$ cat src/rtl/cic_dec_ctrl_pkg.sv
// Shared types and helpers for the CIC decimator run-time sequencer.
// Holds the sequencer state encoding, default parameter values and the
// conversion from log2 decimation factor to the terminal phase count.
package cic_dec_ctrl_pkg;

  typedef enum logic [1:0] {
    IDLE   = 2'd0,
    FLUSH  = 2'd1,
    SETTLE = 2'd2,
    RUN    = 2'd3
  } state_t;

  localparam int K_MAX_DEF     = 4;
  localparam int CIC_ORDER_DEF = 3;
  localparam int FLUSH_CYC_DEF = 2;

  // D-1 for D = 2^k; the phase counter wraps when it reaches this value.
  // Factors above 16 cannot reach the CIC, so they saturate at 15.
  function automatic logic [3:0] k_to_dm1(input logic [2:0] k);
    case (k)
      3'd0:    k_to_dm1 = 4'd0;
      3'd1:    k_to_dm1 = 4'd1;
      3'd2:    k_to_dm1 = 4'd3;
      3'd3:    k_to_dm1 = 4'd7;
      default: k_to_dm1 = 4'd15;
    endcase
  endfunction

endpackage

$ cat src/rtl/cic_dec_ctrl_phase_cnt.sv
// Modulo-D phase counter for the CIC sequencer.
// Counts accepted samples from 0 to max_val and flags the wrap back to 0.
// The wrap flag is combinational so the caller can register a strobe
// on the cycle after the terminal sample.
module cic_phase_cnt (
  input  logic       clk,
  input  logic       rst,
  input  logic       clr,
  input  logic       en,
  input  logic [3:0] max_val,
  output logic       wrap
);

  logic [3:0] ph;

  assign wrap = en && (ph == max_val);

  // Phase register: cleared by reset or flush, advances on each accepted sample.
  always_ff @(posedge clk) begin
    if (rst || clr) begin
      ph <= 4'd0;
    end else if (en) begin
      ph <= wrap ? 4'd0 : ph + 4'd1;
    end
  end

endmodule

$ cat src/rtl/cic_dec_ctrl.sv
// Run-time sequencer for the 3-stage CIC decimator.
// Owns the CIC enable, decimation factor, bypass and flush; accepts
// configuration over a valid/ready handshake, applies a changed factor only
// through a flush, discards settling outputs and strobes out_valid once per
// decimated sample.
// Optional build macro: CIC_DEC_CTRL_GAIN_EN adds the gain_shift output.
//
// Handshake: a configuration request is taken in any cycle where
// cfg_valid && cfg_ready; cfg_ready depends only on state (IDLE or RUN), never
// on cfg_valid, and the requester must hold its fields stable while waiting.
module cic_dec_ctrl
  import cic_dec_ctrl_pkg::*;
#(
  parameter int K_MAX     = K_MAX_DEF,
  parameter int CIC_ORDER = CIC_ORDER_DEF,
  parameter int FLUSH_CYC = FLUSH_CYC_DEF
) (
  input  logic       clk,
  input  logic       rst,
  input  logic       enable,
  input  logic       in_valid,
  input  logic       cfg_valid,
  output logic       cfg_ready,
  input  logic [2:0] cfg_dec_k,
  input  logic       cfg_bypass,
  output logic       cfg_err,
  output logic       cic_en,
  output logic       cic_clr,
  output logic [2:0] cic_dec_k,
  output logic       cic_bypass,
  output logic       out_valid,
  output logic       busy,
`ifdef CIC_DEC_CTRL_GAIN_EN
  output logic [3:0] gain_shift,
`endif
  output logic [1:0] dbg_state
);

  localparam logic [2:0] K_MAX_L     = 3'(K_MAX);
  localparam logic [3:0] FLUSH_LAST  = 4'(FLUSH_CYC - 1);
  localparam logic [3:0] SETTLE_LAST = 4'(CIC_ORDER - 1);

  state_t     state;
  state_t     next_state;
  logic [2:0] shadow_k;
  logic       shadow_byp;
  logic [2:0] shadow_k_d;
  logic       shadow_byp_d;
  logic [3:0] flush_cnt;
  logic [3:0] settle_cnt;
  logic       accept;
  logic       k_legal;
  logic       accept_ok;
  logic       cfg_differs;
  logic       flush_entry;
  logic       flush_last;
  logic       ph_clr;
  logic       wrap;

  assign cfg_ready   = (state == IDLE) || (state == RUN);
  assign accept      = cfg_valid && cfg_ready;
  assign k_legal     = (cfg_dec_k <= K_MAX_L);
  assign accept_ok   = accept && k_legal;
  // The value the shadow holds after this edge; FLUSH entry loads from it so
  // a request taken in the same cycle is applied without an extra delay.
  assign shadow_k_d   = accept_ok ? cfg_dec_k  : shadow_k;
  assign shadow_byp_d = accept_ok ? cfg_bypass : shadow_byp;
  assign cfg_differs = (cfg_dec_k != cic_dec_k) || (cfg_bypass != cic_bypass);
  assign cic_en      = in_valid && ((state == SETTLE) || (state == RUN));
  assign busy        = (state == FLUSH) || (state == SETTLE);
  assign flush_last  = (flush_cnt == FLUSH_LAST);
  assign flush_entry = (next_state == FLUSH) && (state != FLUSH);
  assign ph_clr      = (state == IDLE) || (state == FLUSH);
  assign dbg_state   = state;

  cic_phase_cnt u_phase (
    .clk     (clk),
    .rst     (rst),
    .clr     (ph_clr),
    .en      (cic_en),
    .max_val (k_to_dm1(cic_dec_k)),
    .wrap    (wrap)
  );

  // Next-state logic; a falling enable overrides every other event.
  always_comb begin
    next_state = state;
    if (!enable) begin
      next_state = IDLE;
    end else begin
      case (state)
        IDLE:    next_state = FLUSH;
        FLUSH:   if (flush_last) next_state = cic_bypass ? RUN : SETTLE;
        SETTLE:  if (wrap && (settle_cnt == SETTLE_LAST)) next_state = RUN;
        RUN:     if (accept_ok && cfg_differs) next_state = FLUSH;
        default: next_state = IDLE;
      endcase
    end
  end

  // State register.
  always_ff @(posedge clk) begin
    if (rst) begin
      state <= IDLE;
    end else begin
      state <= next_state;
    end
  end

  // Flush-length and settle counters; both restart whenever a flush begins.
  always_ff @(posedge clk) begin
    if (rst) begin
      flush_cnt  <= 4'd0;
      settle_cnt <= 4'd0;
    end else begin
      flush_cnt <= (state == FLUSH) ? flush_cnt + 4'd1 : 4'd0;
      if (ph_clr) begin
        settle_cnt <= 4'd0;
      end else if ((state == SETTLE) && wrap) begin
        settle_cnt <= settle_cnt + 4'd1;
      end
    end
  end

  // Shadow/active configuration, flush strobe, error pulse and output strobe.
  always_ff @(posedge clk) begin
    if (rst) begin
      shadow_k   <= 3'd0;
      shadow_byp <= 1'b0;
      cic_dec_k  <= 3'd0;
      cic_bypass <= 1'b0;
      cic_clr    <= 1'b1;
      cfg_err    <= 1'b0;
      out_valid  <= 1'b0;
    end else begin
      if (accept_ok) begin
        shadow_k   <= cfg_dec_k;
        shadow_byp <= cfg_bypass;
      end
      if (flush_entry) begin
        cic_dec_k  <= shadow_k_d;
        cic_bypass <= shadow_byp_d;
      end
      cic_clr   <= (next_state == FLUSH);
      cfg_err   <= accept && !k_legal;
      out_valid <= (state == RUN) && (cic_bypass ? in_valid : wrap);
    end
  end

`ifdef CIC_DEC_CTRL_GAIN_EN
  localparam logic [3:0] ORDER_L = 4'(CIC_ORDER);

  // Normaliser shift, latched with the factor at flush entry; bypass needs none.
  always_ff @(posedge clk) begin
    if (rst) begin
      gain_shift <= 4'd0;
    end else if (flush_entry) begin
      gain_shift <= shadow_byp_d ? 4'd0 : ORDER_L * {1'b0, shadow_k_d};
    end
  end
`endif

endmodule

$ cat config.mk
export PLATFORM = sky130hd
export DESIGN_NAME = cic_dec_ctrl
export DESIGN_NICKNAME = d
export VERILOG_FILES = /design/src/rtl/cic_dec_ctrl_pkg.sv /design/src/rtl/cic_dec_ctrl_phase_cnt.sv /design/src/rtl/cic_dec_ctrl.sv
export SDC_FILE = /design/constraint.sdc
export NUM_CORES = 1
export LEC_CHECK = 0
export BUFFER_PORTS_ARGS = -buffer_cell sky130_fd_sc_hd__buf_2
export CAP_MARGIN = 20
export CORE_MARGIN = 1
export CORE_UTILIZATION = 45
export CTS_CLUSTER_DIAMETER = 60
export DETAILED_ROUTE_END_ITERATION = 12
export GPL_TIMING_DRIVEN = 0
export HOLD_SLACK_MARGIN = 0.12
export PLACE_DENSITY = 0.63
export SLEW_MARGIN = 20
export SYNTH_ARGS = -nofsm -noshare
export SYNTH_HDL_FRONTEND = slang
export SYNTH_SLANG_ARGS = --single-unit
$ cat constraint.sdc
create_clock -name clk -period 2.2 [get_ports clk]
set_input_delay 0 -clock clk [delete_from_list [all_inputs] [get_ports clk]]
set_output_delay 0 -clock clk [all_outputs]
set_load 0.005 [all_outputs]
== Word level (Yosys, flattened, before mapping) ==
Index checks and enable logic that the tools add are counted.
Storage, ports and cells
  input bits: 9
  register bits after elaboration: 25
  logic and storage cells: 61
Cells by class
  bitwise operators: 1
  muxes and demuxes: 11
  $lt $le $gt $ge: 1
  equality and inequality tests: 13
  reductions and logical operators: 21
  $add $sub $neg: 3
Operators by type and width (count)
  4-bit case mux with 4 select lines: 1
  4-bit by 1-bit adder with 4-bit output, second input constant: 3
  1-bit logical AND: 10
  2-bit 2-to-1 mux: 4
  2-bit case mux with 4 select lines: 1
  3-bit by 2-bit == test with 1-bit output, second input constant: 2
  1-bit logical OR: 6
  2-bit by 1-bit == test with 1-bit output, second input constant: 2
  2-bit == test, second input constant: 2
  4-bit by 1-bit == test with 1-bit output, second input constant: 1
  4-bit by 2-bit == test with 1-bit output, second input constant: 1
  4-bit == test: 1
  4-bit 2-to-1 mux: 1
  2-bit OR reduction: 2
  3-bit by 1-bit == test with 1-bit output, second input constant: 1
  3-bit less-or-equal comparator, second input constant: 1
  3-bit logical NOT: 1
  1-bit 2-to-1 mux: 3
  3-bit 2-to-1 mux: 1
  3-bit != test: 1
  2-bit logical NOT: 1
  2-bit by 1-bit != test with 1-bit output, second input constant: 1
  1-bit logical NOT: 1
  1-bit != test: 1
  1-bit inverter: 1

== Depth between registers and ports, before layout ==
  word-level depth: 10
  depth in mapped cells: 8
  gate-level depth less buffers: 8

== Hierarchy ==
Synthesis repeated with hierarchy kept, for this count alone.
Second synthesis, totals
  cell total of the unflattened synthesis: 134
  area, all modules: 1312.5 um^2
Modules (own cells, without submodules)
  cic_dec_ctrl: cells each 110, area an instance 1066.0 um^2, instances 1
  cic_phase_cnt: cells each 24, area an instance 246.5 um^2, instances 1

== Least setup slack after synthesis ==
OpenSTA, ideal clock, no wires.
  path type: register to register
  start point: reg state[0] (netlist: dbg_state[0])
  end point: reg cic_bypass
  required time: 2.079 ns
  arrival: 1.917 ns
  cell stages (with the launch flop): 8
  setup time: 0.121 ns
  path slack: 0.162 ns
  period minus slack after synthesis: 2.038 ns
  cell sequence: dfxtp_1 -> inv_1 -> ha_1 -> inv_1 -> o21ai_0 -> o31a_2 -> o211ai_4 -> mux2_4
On the way
  word-level cells in the longest chain between the ends: 10
RTL lines
  start: declaration: line cic_dec_ctrl.sv:43  | state_t state;
  start signal: assignment: line cic_dec_ctrl.sv:106  | state <= next_state;
  2-bit == test (tied with other cells): line cic_dec_ctrl.sv:60, cic_dec_ctrl.sv:69, cic_dec_ctrl.sv:91
  1-bit logical OR, on equally long branches: line cic_dec_ctrl.sv:60, cic_dec_ctrl.sv:69
  1-bit logical AND, on equally long branches: line cic_dec_ctrl.sv:61, cic_dec_ctrl.sv:69
  1-bit logical AND, on equally long branches: line cic_dec_ctrl.sv:63, cic_dec_ctrl_phase_cnt.sv:16
  1-bit logical AND, on equally long branches: line cic_dec_ctrl.sv:95, cic_dec_ctrl.sv:94
  2-bit 2-to-1 mux, on equally long branches: line cic_dec_ctrl.sv:95, cic_dec_ctrl.sv:94
  2-bit case mux with 4 select lines: line cic_dec_ctrl.sv:91  | case (state)
  2-bit 2-to-1 mux: line cic_dec_ctrl.sv:88  | if (!enable) begin
  2-bit by 1-bit == test with 1-bit output: line cic_dec_ctrl.sv:72  | assign flush_entry = (next_state == FLUSH) && (state != FLUSH);
  1-bit logical AND: line cic_dec_ctrl.sv:72
  end signal: assignment: line cic_dec_ctrl.sv:142  | cic_bypass <= shadow_byp_d;
  end: declaration: line cic_dec_ctrl.sv:30  | output logic cic_bypass,
Several ways; a longest one is shown, not always the timed one.
A chain may end at the register's enable or synchronous reset.

== Final worst setup path ==
  start point: reg state[0] (netlist: dbg_state[0])
  end point: reg cic_dec_k[1]
On the way
  word-level cells in the longest chain between the ends: 10
RTL lines
  2-bit == test (tied with other cells): line cic_dec_ctrl.sv:60, cic_dec_ctrl.sv:69, cic_dec_ctrl.sv:91
  1-bit logical OR, on equally long branches: line cic_dec_ctrl.sv:60, cic_dec_ctrl.sv:69
  1-bit logical AND, on equally long branches: line cic_dec_ctrl.sv:61, cic_dec_ctrl.sv:69
  1-bit logical AND, on equally long branches: line cic_dec_ctrl.sv:63, cic_dec_ctrl_phase_cnt.sv:16
  1-bit logical AND, on equally long branches: line cic_dec_ctrl.sv:95, cic_dec_ctrl.sv:94
  2-bit 2-to-1 mux, on equally long branches: line cic_dec_ctrl.sv:95, cic_dec_ctrl.sv:94
  2-bit case mux with 4 select lines: line cic_dec_ctrl.sv:91
  2-bit 2-to-1 mux: line cic_dec_ctrl.sv:88
  2-bit by 1-bit == test with 1-bit output: line cic_dec_ctrl.sv:72
  1-bit logical AND: line cic_dec_ctrl.sv:72
  end signal: assignment: line cic_dec_ctrl.sv:141  | cic_dec_k <= shadow_k_d;
  end: declaration: line cic_dec_ctrl.sv:29  | output logic [2:0] cic_dec_k,
Several ways; a longest one is shown, not always the timed one.

==> metrics.yaml <==
m1WireLength_um: 1430
crit_path_top_delay_cell: "dfxtp_2"
n_fill_cell: 304
critPathKind: "register to register"
crit_family: "compound AO/OA/AOI/OAI gates"
ios: 21
worstHoldEndpoint: "dbg_state[0]"
power_density_mw_per_mm2: 464
pwr-share-comb: 0.154
fin_worst_skew_ns: 0.00308
finalWorstSetupSlack_ns: 0.109
hpwlAfterDp_um: 2110
grt_pass1_vias: 1009
port_buffers: 20
max-cap-violations: 0
vias: 1109
drive_gt1_frac: 0.316
wl_met3_um: 63
dieArea_mm2: 0.00346
stdcell_area_mm2: 0.00174
synth_adder_area_share: 0.0861
grt_start_max_net_pins: 14
grt_overflow: 0
start_util: 0.476
cts_root_buffer: "clkbuf_4"
drt-initial-drc-count: 51
slew_viol_final: 0
drc: 0
clock_latency_ns: 0.31
synth-compound-area-share: 0.183
drt-wirelength-per-cell_um: 12.9
synth_cell_type_count: 44
grt_pass1_wl_um: 4690
met2_length_um: 1340
ys.flop_type: "dfxtp_1"
mappedNetlistArea_mm2: 0.00145
hold_class: "primary input to register"
yosysWarnings: 0
hold_depth: 3
cts_made_buffers: 3
hold_path.startpoint: "enable"
internal_power_mw: 0.598
cp-end-kind: "register"
final_nets: 197
drt-vias-per-instance: 5.02
grt_usage: 0.181
critPathMostFrequentCell: "inv_1"
htreeDepth: 1
cp_data_arrival_time_ns: 2.31
cts.sinks: 25
synth_seq_cells: 25
r2r_setup_slack_ns: 0.11
syn_area_per_cell_um2: 10.1
clkPwrFrac: 0.258
rows: 20
synthMuxAreaShare: 0.0620
routed.top_layer: "met4"
place.gp.congestion: 0.805
power.switching_mw: 0.211
r2r-start: "dbg_state[0]"
p_leak_nw: 0.735
synth_edf_count: 0
drtPass1Iterations: 4
synth_nets: 163
synth_cells: 144
grt_antenna_before_repair: 0
cpPeakStageDelay_ns: 0.41
fp.coreArea_mm2: 0.00305
tightest_slew_ns: 0.487
yosys.area_share.simple: 0.214
async_flop_share: 0
drtAntennaViolNets: 0
antenna_cells: 0
cts_tree: "done"
worst-path-max-fanout: 7
synth_top_family_by_area: "simple AND/OR/NAND/NOR gates"
postPlaceCellArea_mm2: 0.00161
fp.dieW_um: 58.8
slew_headroom: 0.672
setup_violations: 0
pwr-share-seq: 0.587
outcome: "finished, final reports clean"
die_y_um: 58.8
clk_path_buf_depth: 2
ir_drop_mv: 0.239
cts.clk_slew.worst_paths_ns: 0.14
final_util: 0.571
p_sw_frac: 0.261
max_freq_mhz: 478
synthXorXnorAreaFrac: 0.0663
path_buf_inv: 2
reg2reg_to: "cic_dec_k[1]"
crit_required_ns: 2.42
dp_slack_ns: -0.0243
area_growth_pct: 20.0
r2r_cells: 7
wl_um: 2860
critPathLaunchType: "register"
min_period_over_period: 0.950
finalCriticalPeriod_ns: 2.09
path_cells: "inv_1 -> ha_2 -> inv_1 -> o21ai_0 -> o31a_2 -> o211ai_4 -> mux2_4"
ys_seq_area_frac: 0.345
hold_viol_final: 0
grt_setup_unrepaired: "no"
kinds of logic after synthesis:
kind of cell | count (synthesis)
XOR/XNOR | 11
AND/OR/NAND/NOR | 53
flip-flops | 25
multiplexers | 7
AO/OA/AOI/OAI | 26
adder cells (fa/ha/maj) | 10
buffers and inverters | 12
how the worst max path moves through the flow:
stage               cells past startpoint    startpoint  slack (ns)            to
floorplan                               7  dbg_state[0]        0.16    cic_bypass
global placement                        7  dbg_state[0]        0.02  cic_dec_k[2]
global route                            7  dbg_state[1]      0.0006  cic_dec_k[1]
CTS                                     7  dbg_state[1]        0.01  cic_dec_k[1]
finish                                  7  dbg_state[0]        0.11  cic_dec_k[1]
detailed placement                      7  dbg_state[0]       -0.02  cic_dec_k[1]
final cells by class:
type / instances / area (µm²) / area share
multi-input combinational: 107 / 908 / 0.521
sequential: 25 / 503 / 0.289
timing repair buffer: 29 / 188 / 0.108
tap: 44 / 55.1 / 0.0316
inverter: 10 / 37.5 / 0.0215
clock buffer: 4 / 26.3 / 0.0151
buffer: 2 / 25.0 / 0.0144
what timing repair did:
item | 4_1_cts | 5_1_grt
resized for setup | 1 | 5
endpoints found under the hold margin | 9 | 0
hold buffers | 8 | 0
setup endpoints to repair | 4 | 7
pin swaps | 0 | 3
buffers inserted | 0 | 1
flip-flops by register name, summed over array words and instances, names as in the netlist:
name and flops:
cic_dec_k 3, cic_bypass 1, dbg_state 2, cic_clr 1, shadow_byp 1, flush_cnt 4, out_valid 1, u_phase.ph 4
cfg_err 1, shadow_k 3, settle_cnt 4
power by group through the flow:
stage / Sequential, mW / Combinational [mW] / Clock, mW
3_5_place_dp: 0.485 / 0.111 / 0
3_3_place_gp: 0.484 / 0.110 / 0
4_1_cts: 0.475 / 0.122 / 0.222
5_1_grt: 0.477 / 0.136 / 0.243
2_1_floorplan: 0.483 / 0.0778 / 0
6_report: 0.475 / 0.125 / 0.209
layout by cell type, fill, tap and decap left out, types with 4 or more instances in the layout:
master	netlist	final
dfxtp_1	25	23
buf_2	0	20
nor2_1	16	16
inv_1	10	9
ha_1	10	9
xor2_1	8	8
dlygate4sd3_1	0	8
nand2_1	7	7
a21oi_1	6	6
nand3_1	5	5
nor3_1	4	4
and2b_2	4	4
mux2_4	4	4
worst reg2reg max path, stage by stage, from the launching register on:
cell,delay (ns)
dfxtp_2,0.41
inv_1,0.10
ha_2,0.24
inv_1,0.16
o21ai_0,0.10
o31a_2,0.39
o211ai_4,0.27
mux2_4,0.33
routing by layer:
| layer | vias to the layer above | global-route usage |
|---|---|---|
| met5 | - | 0 |
| met4 | 0 | 0.0510 |
| met3 | 2 | 0.0330 |
| met2 | 12 | 0.273 |
| met1 | 525 | 0.264 |
| li1 | 570 | - |
per-stage QoR:
stage | cells | TNS, ns | power, mW | hold slack [ns]
2_1_floorplan | 144 | 0 | 0.561 | 0.0839
3_3_place_gp | 208 | 0 | 0.594 | 0.282
3_5_place_dp | 208 | -0.0813 | 0.596 | 0.288
4_1_cts | 220 | 0 | 0.819 | 0.141
5_1_grt | 221 | 0 | 0.856 | 0.133
6_report | 221 | 0 | 0.809 | 0.164
cells in the mapped netlist (2+ instances only):
master	n	share of area
xnor2_1	3	0.018
nand3_1	5	0.017
nand2b_1	2	0.0086
or3_1	2	0.0086
o21ai_0	3	0.010
a211oi_1	2	0.010
nand2_1	7	0.018
nor2_1	16	0.041
xor2_1	8	0.048
a2111oi_2	2	0.021
ha_1	10	0.086
and2b_2	4	0.024
mux2i_1	3	0.021
dfxtp_1	25	0.34
a21oi_1	6	0.021
nand4_1	2	0.0086
mux2_4	4	0.041
inv_1	10	0.026
a211oi_4	2	0.028
nor3_1	4	0.014
Power figures use the tool's default switching activity.
